$ cat config.mk
export PLATFORM = sky130hd
export DESIGN_NAME = axi_lite_slave_regfile_flat
export DESIGN_NICKNAME = d
export VERILOG_FILES = /design/src/rtl/axi_lite_slave_regfile_if.sv /design/src/rtl/axi_lite_slave_regfile.sv /design/src/flat_wrapper.sv
export SDC_FILE = /design/constraint.sdc
export NUM_CORES = 1
export LEC_CHECK = 0
export CAP_MARGIN = 10
export CORE_MARGIN = 4
export CORE_UTILIZATION = 60
export CTS_CLUSTER_DIAMETER = 40
export DETAILED_ROUTE_END_ITERATION = 6
export HOLD_SLACK_MARGIN = 0.08
export PLACE_DENSITY = 0.85
export SETUP_SLACK_MARGIN = 0.5
export SYNTH_ARGS = -nofsm -noshare
export SYNTH_HDL_FRONTEND = slang
export SYNTH_SLANG_ARGS = --single-unit
$ cat constraint.sdc
create_clock -name ACLK -period 4.63 [get_ports ACLK]
set_clock_uncertainty 0.05 [all_clocks]
set_input_delay 0.6945 -clock ACLK [delete_from_list [all_inputs] [get_ports ACLK]]
set_output_delay 0.6945 -clock ACLK [all_outputs]
set_load 0.01 [all_outputs]
$ cat src/rtl/axi_lite_slave_regfile_if.sv
// AXI4-Lite bus bundle between an interconnect master and a register-bank slave.
// Clock and reset stay outside the bundle as plain ports.
interface axi_lite_slave_regfile_if #(
  parameter int ADDR_WIDTH = 32,
  parameter int DATA_WIDTH = 32
);
  // write address
  logic [ADDR_WIDTH-1:0]   AWADDR;
  logic                    AWVALID;
  logic                    AWREADY;
  // write data
  logic [DATA_WIDTH-1:0]   WDATA;
  logic [DATA_WIDTH/8-1:0] WSTRB;
  logic                    WVALID;
  logic                    WREADY;
  // write response
  logic [1:0]              BRESP;
  logic                    BVALID;
  logic                    BREADY;
  // read address
  logic [ADDR_WIDTH-1:0]   ARADDR;
  logic                    ARVALID;
  logic                    ARREADY;
  // read data
  logic [DATA_WIDTH-1:0]   RDATA;
  logic [1:0]              RRESP;
  logic                    RVALID;
  logic                    RREADY;

  modport slave (
    input  AWADDR, AWVALID, WDATA, WSTRB, WVALID, BREADY, ARADDR, ARVALID, RREADY,
    output AWREADY, WREADY, BRESP, BVALID, ARREADY, RDATA, RRESP, RVALID
  );

  modport master (
    output AWADDR, AWVALID, WDATA, WSTRB, WVALID, BREADY, ARADDR, ARVALID, RREADY,
    input  AWREADY, WREADY, BRESP, BVALID, ARREADY, RDATA, RRESP, RVALID
  );
endinterface

$ cat src/rtl/axi_lite_slave_regfile.sv
// AXI4-Lite leaf slave over a byte-addressable register file.
// AW and W are captured independently into holding registers and commit
// together; B and R are single-entry registered responses with backpressure.
// Storage is split into one byte-lane slice per strobe bit, so a strobed
// write only touches the enabled lanes of the addressed register.
// DATA_WIDTH must be 32 or 64; NUM_REGS a power of two >= 2; BASE_ADDR
// aligned to the bank size.

// One byte lane of the register bank: NUM_REGS bytes, one write port,
// one asynchronous read port (returns the value before any same-edge write).
module axi_lite_slave_regfile_lane #(
  parameter int NUM_REGS = 8,
  parameter int IDX_W    = 3
) (
  input  logic             ACLK,
  input  logic             ARESETn,
  input  logic             we,
  input  logic [IDX_W-1:0] widx,
  input  logic [7:0]       wbyte,
  input  logic [IDX_W-1:0] ridx,
  output logic [7:0]       rbyte
);
  logic [NUM_REGS-1:0][7:0] mem;

  // byte storage; cleared by reset, written only on a strobed in-range commit
  always_ff @(posedge ACLK) begin
    if (!ARESETn) mem <= '0;
    else if (we)  mem[widx] <= wbyte;
  end

  assign rbyte = mem[ridx];
endmodule

module axi_lite_slave_regfile #(
  parameter int                    ADDR_WIDTH = 32,
  parameter int                    DATA_WIDTH = 32,
  parameter int                    NUM_REGS   = 8,
  parameter logic [ADDR_WIDTH-1:0] BASE_ADDR  = '0
) (
  input logic ACLK,
  input logic ARESETn,
  axi_lite_slave_regfile_if.slave s
);
  localparam int STRB_W   = DATA_WIDTH / 8;
  localparam int LANE_LSB = $clog2(STRB_W);
  localparam int IDX_W    = $clog2(NUM_REGS);
  localparam logic [ADDR_WIDTH-1:0] SPAN = ADDR_WIDTH'(NUM_REGS * STRB_W);

  localparam logic [1:0] RESP_OKAY   = 2'b00;
  localparam logic [1:0] RESP_SLVERR = 2'b10;

  typedef struct packed {
    logic [ADDR_WIDTH-1:0] addr;
    logic [DATA_WIDTH-1:0] data;
    logic [STRB_W-1:0]     strb;
  } wr_req_t;

  typedef struct packed {
    logic             hit;
    logic [IDX_W-1:0] idx;
  } dec_t;

  // Addresses below BASE_ADDR wrap to a large offset and fall out of range.
  function automatic dec_t decode(input logic [ADDR_WIDTH-1:0] a);
    logic [ADDR_WIDTH-1:0] off;
    dec_t d;
    off   = a - BASE_ADDR;
    d.hit = (off < SPAN);
    d.idx = off[LANE_LSB +: IDX_W];
    return d;
  endfunction

  // ---------------- state ----------------
  logic                      rdy_en;     // readies held low until one edge after reset release
  logic                      aw_held;
  logic                      w_held;
  wr_req_t                   wq;         // latched AW / W fields
  logic                      bvalid_q;
  logic [1:0]                bresp_q;
  logic                      rvalid_q;
  logic [1:0]                rresp_q;
  logic [DATA_WIDTH-1:0]     rdata_q;

  // ---------------- handshakes ----------------
  logic    aw_hs, w_hs, ar_hs, commit;
  wr_req_t wc;                           // write request as seen at the commit edge
  dec_t    wdec, rdec;
  logic [STRB_W-1:0][7:0] rd_lane;

  // Readies come from registered state only; no VALID feeds back into them.
  assign s.AWREADY = rdy_en & ~aw_held & ~bvalid_q;
  assign s.WREADY  = rdy_en & ~w_held  & ~bvalid_q;
  assign s.ARREADY = rdy_en & ~rvalid_q;

  assign aw_hs  = s.AWVALID & s.AWREADY;
  assign w_hs   = s.WVALID  & s.WREADY;
  assign ar_hs  = s.ARVALID & s.ARREADY;
  // commit once both halves are available, held or arriving this cycle
  assign commit = (aw_held | aw_hs) & (w_held | w_hs);

  assign s.BVALID = bvalid_q;
  assign s.BRESP  = bresp_q;
  assign s.RVALID = rvalid_q;
  assign s.RRESP  = rresp_q;
  assign s.RDATA  = rdata_q;

  // merge held and live channel fields into the request that commits
  always_comb begin
    wc      = '0;
    wc.addr = aw_held ? wq.addr : s.AWADDR;
    wc.data = w_held  ? wq.data : s.WDATA;
    wc.strb = w_held  ? wq.strb : s.WSTRB;
  end

  assign wdec = decode(wc.addr);
  assign rdec = decode(s.ARADDR);

  // ---------------- storage: one slice per byte lane ----------------
  for (genvar g = 0; g < STRB_W; g++) begin : g_lane
    axi_lite_slave_regfile_lane #(
      .NUM_REGS (NUM_REGS),
      .IDX_W    (IDX_W)
    ) u_lane (
      .ACLK    (ACLK),
      .ARESETn (ARESETn),
      .we      (commit & wdec.hit & wc.strb[g]),
      .widx    (wdec.idx),
      .wbyte   (wc.data[8*g +: 8]),
      .ridx    (rdec.idx),
      .rbyte   (rd_lane[g])
    );
  end

  // ready enable: low in reset, rises on the first edge after release
  always_ff @(posedge ACLK) begin
    if (!ARESETn) rdy_en <= 1'b0;
    else          rdy_en <= 1'b1;
  end

  // write path: hold AW / W independently, commit together, then respond on B
  always_ff @(posedge ACLK) begin
    if (!ARESETn) begin
      aw_held  <= 1'b0;
      w_held   <= 1'b0;
      wq       <= '0;
      bvalid_q <= 1'b0;
      bresp_q  <= RESP_OKAY;
    end else if (commit) begin
      // readies are low while BVALID is up, so commit never overlaps a pending B
      aw_held  <= 1'b0;
      w_held   <= 1'b0;
      bvalid_q <= 1'b1;
      bresp_q  <= wdec.hit ? RESP_OKAY : RESP_SLVERR;
    end else begin
      if (aw_hs) begin
        aw_held <= 1'b1;
        wq.addr <= s.AWADDR;
      end
      if (w_hs) begin
        w_held  <= 1'b1;
        wq.data <= s.WDATA;
        wq.strb <= s.WSTRB;
      end
      if (bvalid_q && s.BREADY) bvalid_q <= 1'b0;
    end
  end

  // read path: register data/response at the AR handshake, hold until accepted
  always_ff @(posedge ACLK) begin
    if (!ARESETn) begin
      rvalid_q <= 1'b0;
      rresp_q  <= RESP_OKAY;
      rdata_q  <= '0;
    end else if (ar_hs) begin
      rvalid_q <= 1'b1;
      rresp_q  <= rdec.hit ? RESP_OKAY : RESP_SLVERR;
      rdata_q  <= rdec.hit ? DATA_WIDTH'(rd_lane) : '0;
    end else if (rvalid_q && s.RREADY) begin
      rvalid_q <= 1'b0;
    end
  end
endmodule

$ cat src/flat_wrapper.sv
// flat-port wrapper written by rule: the top's interface ports become plain ports
module axi_lite_slave_regfile_flat 
#(
  parameter int                    ADDR_WIDTH = 32,
  parameter int                    DATA_WIDTH = 32,
  parameter int                    NUM_REGS   = 8,
  parameter logic [ADDR_WIDTH-1:0] BASE_ADDR  = '0
)
  (ACLK, ARESETn, s_AWADDR, s_AWVALID, s_WDATA, s_WSTRB, s_WVALID, s_BREADY, s_ARADDR, s_ARVALID, s_RREADY, s_AWREADY, s_WREADY, s_BRESP, s_BVALID, s_ARREADY, s_RDATA, s_RRESP, s_RVALID);
  axi_lite_slave_regfile_if #(.ADDR_WIDTH(ADDR_WIDTH), .DATA_WIDTH(DATA_WIDTH)) s_i ();
  input logic ACLK;
  input logic ARESETn;
  input wire logic [$bits(s_i.AWADDR)-1:0] s_AWADDR;
  input wire logic [$bits(s_i.AWVALID)-1:0] s_AWVALID;
  input wire logic [$bits(s_i.WDATA)-1:0] s_WDATA;
  input wire logic [$bits(s_i.WSTRB)-1:0] s_WSTRB;
  input wire logic [$bits(s_i.WVALID)-1:0] s_WVALID;
  input wire logic [$bits(s_i.BREADY)-1:0] s_BREADY;
  input wire logic [$bits(s_i.ARADDR)-1:0] s_ARADDR;
  input wire logic [$bits(s_i.ARVALID)-1:0] s_ARVALID;
  input wire logic [$bits(s_i.RREADY)-1:0] s_RREADY;
  output wire logic [$bits(s_i.AWREADY)-1:0] s_AWREADY;
  output wire logic [$bits(s_i.WREADY)-1:0] s_WREADY;
  output wire logic [$bits(s_i.BRESP)-1:0] s_BRESP;
  output wire logic [$bits(s_i.BVALID)-1:0] s_BVALID;
  output wire logic [$bits(s_i.ARREADY)-1:0] s_ARREADY;
  output wire logic [$bits(s_i.RDATA)-1:0] s_RDATA;
  output wire logic [$bits(s_i.RRESP)-1:0] s_RRESP;
  output wire logic [$bits(s_i.RVALID)-1:0] s_RVALID;
  assign s_i.AWADDR = s_AWADDR;
  assign s_i.AWVALID = s_AWVALID;
  assign s_i.WDATA = s_WDATA;
  assign s_i.WSTRB = s_WSTRB;
  assign s_i.WVALID = s_WVALID;
  assign s_i.BREADY = s_BREADY;
  assign s_i.ARADDR = s_ARADDR;
  assign s_i.ARVALID = s_ARVALID;
  assign s_i.RREADY = s_RREADY;
  assign s_AWREADY = s_i.AWREADY;
  assign s_WREADY = s_i.WREADY;
  assign s_BRESP = s_i.BRESP;
  assign s_BVALID = s_i.BVALID;
  assign s_ARREADY = s_i.ARREADY;
  assign s_RDATA = s_i.RDATA;
  assign s_RRESP = s_i.RRESP;
  assign s_RVALID = s_i.RVALID;
  axi_lite_slave_regfile #(.ADDR_WIDTH(ADDR_WIDTH), .DATA_WIDTH(DATA_WIDTH), .NUM_REGS(NUM_REGS), .BASE_ADDR(BASE_ADDR)) u_core (.ACLK(ACLK), .ARESETn(ARESETn), .s(s_i));
endmodule
---- Yosys cells after proc, flatten, opt, wreduce, memory -nomap -nowiden ----
Index checks and enable logic that the tools add are counted.
storage, ports and cells
  bits in registers ....................... 365
  word-level logic and storage cells ...... 103
operators by class
  $lt $le $gt $ge ......................... 5
  multiplexer cells ....................... 25
  bitwise gates (word level) .............. 22
  reduce and logical (&&, ||, !) cells .... 8
operators with widths
  operator                                                                count
  64-bit bitwise mux                                                      4
  8-bit binary-select mux with 3-bit select                               4
  32-bit 2-to-1 mux                                                       3
  32-bit by 6-bit < comparator with 1-bit output (second input constant)  2
  8-bit 2-to-1 mux                                                        5
  8-bit demux with 3-bit select                                           1
  1-bit AND                                                               14
  3-bit by 4-bit < comparator with 1-bit output (second input constant)   2
  1-bit inverter                                                          6
  1-bit 2-to-1 mux                                                        5
  2-bit 2-to-1 mux                                                        2
  4-bit 2-to-1 mux                                                        1
  2-bit AND reduction                                                     2
  2-bit nonzero test                                                      2
  3-bit by 1-bit >= comparator with 1-bit output (second input constant)  1
  1-bit logical AND                                                       3
  1-bit bitwise OR                                                        2
  2-bit OR reduction                                                      1

---- Logic depth before layout (Yosys ltp) ----
  depth in word-level cells ............... 8
  gate-level depth with buffers ........... 8
  mapped depth without buffers ............ 5

---- Modules after synthesis ----
From an unflattened synthesis, not the netlist that was laid out.
second synthesis, totals
  cell total of the unflattened synthesis .. 1780
  area total of the unflattened synthesis .. 17357.9 um^2
modules (own cells, without submodules)
  module                       times used  cells each  area each (um^2)
  axi_lite_slave_regfile_lane  4           301         3090.5
  axi_lite_slave_regfile       1           576         4996.0

---- Least setup slack after synthesis ----
No wires, ideal clock.
  path kind ............................... input -> register
  start ................................... in s_ARADDR[2]
  end ..................................... reg u_core.rdata_q[12], in the netlist u_core.s.RDATA[12]
  library setup time ...................... 0.115 ns
  arrival ................................. 2.242 ns
  data required time ...................... 4.465 ns
  path slack .............................. 2.223 ns
  stages .................................. 6
  buffers on the path ..................... 2
  cells stage by stage .................... clkbuf_1 buf_2 mux4_2 mux2i_1 o21ai_0 and2_1
between the ends
  cells in the longest elaborated chain, start to end .. 3
  elaborated cells on any way between the ends .. 4
  classes of those cells .................. 1 x order compare; 3 x mux
ends and longest elaborated chain
  item                                                                                                    RTL line                       source
  start, declared                                                                                         flat_wrapper.sv:19             input wire logic [$bits(s_i.ARADDR)-1:0] s_ARADDR;
  parallel branches: the longest is 2 deep, another holds 32-bit by 6-bit < comparator with 1-bit output  --
  32-bit 2-to-1 mux (*)                                                                                   axi_lite_slave_regfile.sv:177  rdata_q <= rdec.hit ? DATA_WIDTH'(rd_lane) : '0;
  end signal, assigned                                                                                    axi_lite_slave_regfile.sv:177
  end, declared                                                                                           axi_lite_slave_regfile.sv:82   logic [DATA_WIDTH-1:0] rdata_q;
Mark *: on every way between the ends. The select of a mux whose other input is x is not followed.
A chain may end at the register's enable or synchronous reset.

---- Worst setup path after layout ----
  start ................................... reg u_core.aw_held
  end ..................................... reg u_core.g_lane[1].u_lane.mem[46] (netlist name)
between the ends
  cells in the longest elaborated chain, start to end .. 8
  elaborated cells on any way between the ends .. 16
  classes of those cells .................. 3 x order compare; 4 x mux; 8 x bitwise; 1 x reduce/logical
ends and longest elaborated chain
  item                                                                                                    RTL line                       source
  start, declared                                                                                         axi_lite_slave_regfile.sv:75   logic aw_held;
  start signal, assigned                                                                                  axi_lite_slave_regfile.sv:143  aw_held <= 1'b0;
  start signal, assigned                                                                                  axi_lite_slave_regfile.sv:150  aw_held <= 1'b0;
  start signal, assigned                                                                                  axi_lite_slave_regfile.sv:156  aw_held <= 1'b1;
  parallel branches: the longest is 8 deep, another holds 32-bit by 6-bit < comparator with 1-bit output  --
  end signal, assigned by index                                                                           axi_lite_slave_regfile.sv:28   else if (we) mem[widx] <= wbyte;
  end, declared                                                                                           axi_lite_slave_regfile.sv:23   logic [NUM_REGS-1:0][7:0] mem;
Parallel ways; which one is timed is not known.

==> results.md <==
- The run finished with clean final reports.
- The signal on the critical path passes through buf_4 -> nor4b_1 -> nand4_1 -> a22oi_2 -> buf_4 -> nand3_4 -> mux2i_1.
- Pin placement for this block handled around 150 I/O pins.
- The time the final worst path needs with I/O delays and setup is 2930 ps.
- The end-of-flow core utilization is 0.736.
- The final worst slack is 1700 ps.
- By count the netlist is led by 397 x nand2_1, 361 x dfxtp_1, 318 x mux2i_1.
- The launching element type of the critical path is a flop.
- Across the VDD grid, the largest voltage drop is ~0.23 mV.
- The floorplan step set the die height to 173 um.
- The count of H-tree levels built during CTS is 2.
- The buffers inserted during post-CTS setup optimization is 0.
- The net switching share of the total power is 0.225.
- Setup repair after global routing left no endpoint under its margin.
- The cell type contributing the most total cell area after synthesis is dfxtp_1.
- Clock-pin slew was measured on the worst setup and hold paths at 60 ps.
- The total count of hold-check failures in the final report came to 0.
- The worst-path cell with the longest stage delay is buf_4.
- The portion of total power attributed to the clock network is 0.495.
- The proportion of synthesized flip-flops having asynchronous set or reset is 0.
- Cell internal power was estimated by the tool at 5.57 mW.
- For this run, the register share of the synthesized area comes to 0.445.
- The number of nets in the final layout is 1738.
- The stage delay of the slowest cell on the critical path is 630 ps.
- STA puts the critical path data arrival time at around 3300 ps.
- The top flip-flop cell by instance count after synthesis is dfxtp_1.
- The detailed router finished its first iteration with 758 violations.
- The area fraction of the dominant cell type after synthesis is 0.445.
- The initial antenna violation count was 1.
- The final-layout worst hold slack is slightly above 400 ps.
- The path category of the worst min-delay check is reg -> reg.
- The number of register bits inferred by synthesis is 361.
- The core outline area is between 20000 and 30000 sq um.
- The number of remaining DRC errors is 0.
- The global router's overall resource usage is 0.253.
- The count of buffers inserted at the top-level ports is between 100 and 150.
- The growth of design area from synthesis to finish is 19.4%.
- STA classifies the critical path endpoint as a flop.
- The first-pass iteration count of the detailed router is 5.
- The count of standard-cell rows is 59.
- The number of maximum-capacitance violations is 0.
- The leakage power of the design is 8.58 nW.
- Dividing the final minimum period by the clock period gives 0.634.
- The clock sink total is approximately 360.
- In this run the remaining antenna-violating nets after routing total 0.
- The total of warnings raised by yosys is 0.
- Routability-driven placement finished with a final weighted congestion of 0.761.
- After detailed routing, the number of vias per cell comes to 5.81.
- Entering global routing, the biggest net connects 111 pins.
- For this configuration, the core starts out at a cell density of 0.616.
- The cell area after technology mapping is 16200 sq um.
- The floorplan step set the die width to 173 um.
- The critical-path maximum fanout is 28.
- The total half-perimeter wirelength after legalization and detailed placement is between 20 and 25 mm.
- The number of standard cells after synthesis is 1514.
- The clock buffer count from CTS is 42.
- The setup path with the least slack is of type reg -> reg.
- At the pin with the least slew margin, the transition time is 975 ps.
- The maximum achievable frequency is 341 MHz.
- Summed over all nets, the switching power comes to 1.62 mW.
- In the final routed layout, each cell accounts on average for 19.4 um.
- The die covers 29800 sq um.
- The share of total power in combinational logic is 0.068.
- Yosys attributes the largest share of cell area to dfxtp_1 44%, mux2i_1 20%, nand2_1 9.2%.
- The max-slew violation total from the final report is 0.
- The count of hold buffers inserted by post-cts repair is 0.
- The mean instance size in the synthesized netlist is ~11 sq um.
- The relative contribution of sequential cells to total power is 0.437.
- Across all layers, the routed design uses 11.6k vias.
- The areal power density over the cells is 370 nW/um^2.
- The total routed wirelength is 38.8 mm.
- At the later pin of the worst-skew pair, clock insertion delay measures 530 ps.
- The via count of the first global-routing pass came to 12.1k.
- Of the cells placed in the final design, the portion with a size suffix greater than 1 is 0.150.
- The pre-CTS worst setup slack is 1250 ps.
- The clock passes through at most 3 buffers.
- The most common cell in the synthesized netlist is nand2_1.
- The netlist uses 46 different library cells.
- The worst slew margin relative to its limit is 0.350.
- The required time of the critical path is 5020 ps.
- For the final routed database, the setup TNS stands at 0 ps.
- The clock tree from TritonCTS is done.
- The first global-routing pass estimated 62.1 mm of wire.
- Setup violations remaining at the end of the flow were counted as 0.
- In this run, post-CTS repair resized a total of 0 instances.
- The remaining global-route overflow is 0.
- The count of flip-flops with a built-in enable after synthesis is 0.
- The buffer type at the clock tree root is clkbuf_16.
- In this design, the critical path's most frequently occurring cell is buf_4.
-- path summary, 6_finish.rpt --
| check | start | endpoint | slack (ps) | depth (start not counted) |
|---|---|---|---|---|
| worst min-delay path | u_core.g_lane[0].u_lane.mem[21]$_SDFFE_PN0P_ | u_core.g_lane[0].u_lane.mem[21]$_SDFFE_PN0P_ | 410 | 2 |
| worst max register to register | u_core.aw_held$_SDFFE_PP0P_ | u_core.g_lane[1].u_lane.mem[46]$_SDFFE_PN0P_ | 1700 | 7 |
| worst min register to register | u_core.g_lane[0].u_lane.mem[21]$_SDFFE_PN0P_ | u_core.g_lane[0].u_lane.mem[21]$_SDFFE_PN0P_ | 410 | 2 |
| worst max-delay path | u_core.aw_held$_SDFFE_PP0P_ | u_core.g_lane[1].u_lane.mem[46]$_SDFFE_PN0P_ | 1700 | 7 |
-- layer usage --
| layer | share of wire | GRT usage | wire, um | vias up |
|---|---|---|---|---|
| li1 | - | - | - | 5523 |
| met1 | 0.41 | 0.301 | 15800 | 5692 |
| met2 | 0.51 | 0.461 | 19900 | 302 |
| met3 | 0.051 | 0.0476 | 2000 | 93 |
| met4 | 0.030 | 0.0842 | 1150 | 0 |
| met5 | 0 | 0 | 0 | - |
-- cell families after synthesis --
family / count (synthesis) / synth area share
DFF: 361 / 0.445
and+or+nand+nor: 551 / 0.176
buffers and inverters: 94 / 0.0264
other: 1 / 0.000231
AOI/OAI and AO/OA: 87 / 0.0417
muxes: 420 / 0.311
-- layout by cell type (no fill, tap or decap), types with 7 or more instances in the layout --
| cell type | Yosys | layout |
|---|---|---|
| buf_4 | 2 | 21 |
| nand3_4 | 32 | 32 |
| clkdlybuf4s50_1 | 0 | 137 |
| a21boi_0 | 38 | 38 |
| a211oi_4 | 7 | 7 |
| dfxtp_1 | 361 | 360 |
| nand2_1 | 397 | 397 |
| mux2_2 | 37 | 37 |
| nor4_1 | 11 | 11 |
| and2_1 | 32 | 32 |
| nor2_1 | 13 | 13 |
| clkbuf_8 | 0 | 11 |
| mux4_2 | 64 | 64 |
| o21ai_0 | 31 | 31 |
| mux2i_1 | 318 | 318 |
| clkbuf_16 | 0 | 43 |
| nor2b_1 | 35 | 35 |
-- through the flow --
| step | cells | total power [mW] | cell area, sq um |
|---|---|---|---|
| after global placement | 1922 | 3.68 | 17900 |
| after global routing | 2000 | 7.37 | 19400 |
| after CTS | 1999 | 7.21 | 19400 |
| after detailed placement | 1922 | 3.69 | 17900 |
| final | 2000 | 7.18 | 19400 |
| after floorplan | 1515 | 3.51 | 16300 |
-- worst max-delay path: cells and delay by family (launching register included) --
kind / cells / cell delay [ps]
simple gates: 3 / 1020
buf+inv: 2 / 890
mux: 1 / 290
flops: 1 / 310
compound gates: 1 / 260
-- cell type report --
cell class | instances | area (sq um)
multi-input combinational | 1060 | 8600
clock inverter | 17 | 272
inverter | 2 | 7.51
sequential | 361 | 7230
antenna | 1 | 2.50
fill | 1769 | 6960
tap | 335 | 419
timing repair buffer | 164 | 1610
clock buffer | 60 | 1250
-- sequential cells by signal, summed over array words and instances, names as in the netlist --
name                      count
u_core.rdy_en                 1
u_core.w_held                 1
u_core.s.BVALID               1
u_core.aw_held                1
u_core.s.RDATA               32
u_core.s.RRESP                1
u_core.wq                    66
u_core.s.BRESP                1
u_core.g_lane.u_lane.mem    256
u_core.s.RVALID               1
-- power groups by stage --
| stage | Sequential, mW | Clock, mW | Combinational [mW] |
|---|---|---|---|
| CTS | 3.14 | 3.58 | 0.487 |
| global route | 3.14 | 3.70 | 0.523 |
| global placement | 3.21 | 0 | 0.474 |
| finish | 3.14 | 3.55 | 0.487 |
| floorplan | 3.21 | 0 | 0.299 |
| detailed placement | 3.21 | 0 | 0.482 |
(Power assumes the default switching activity.)
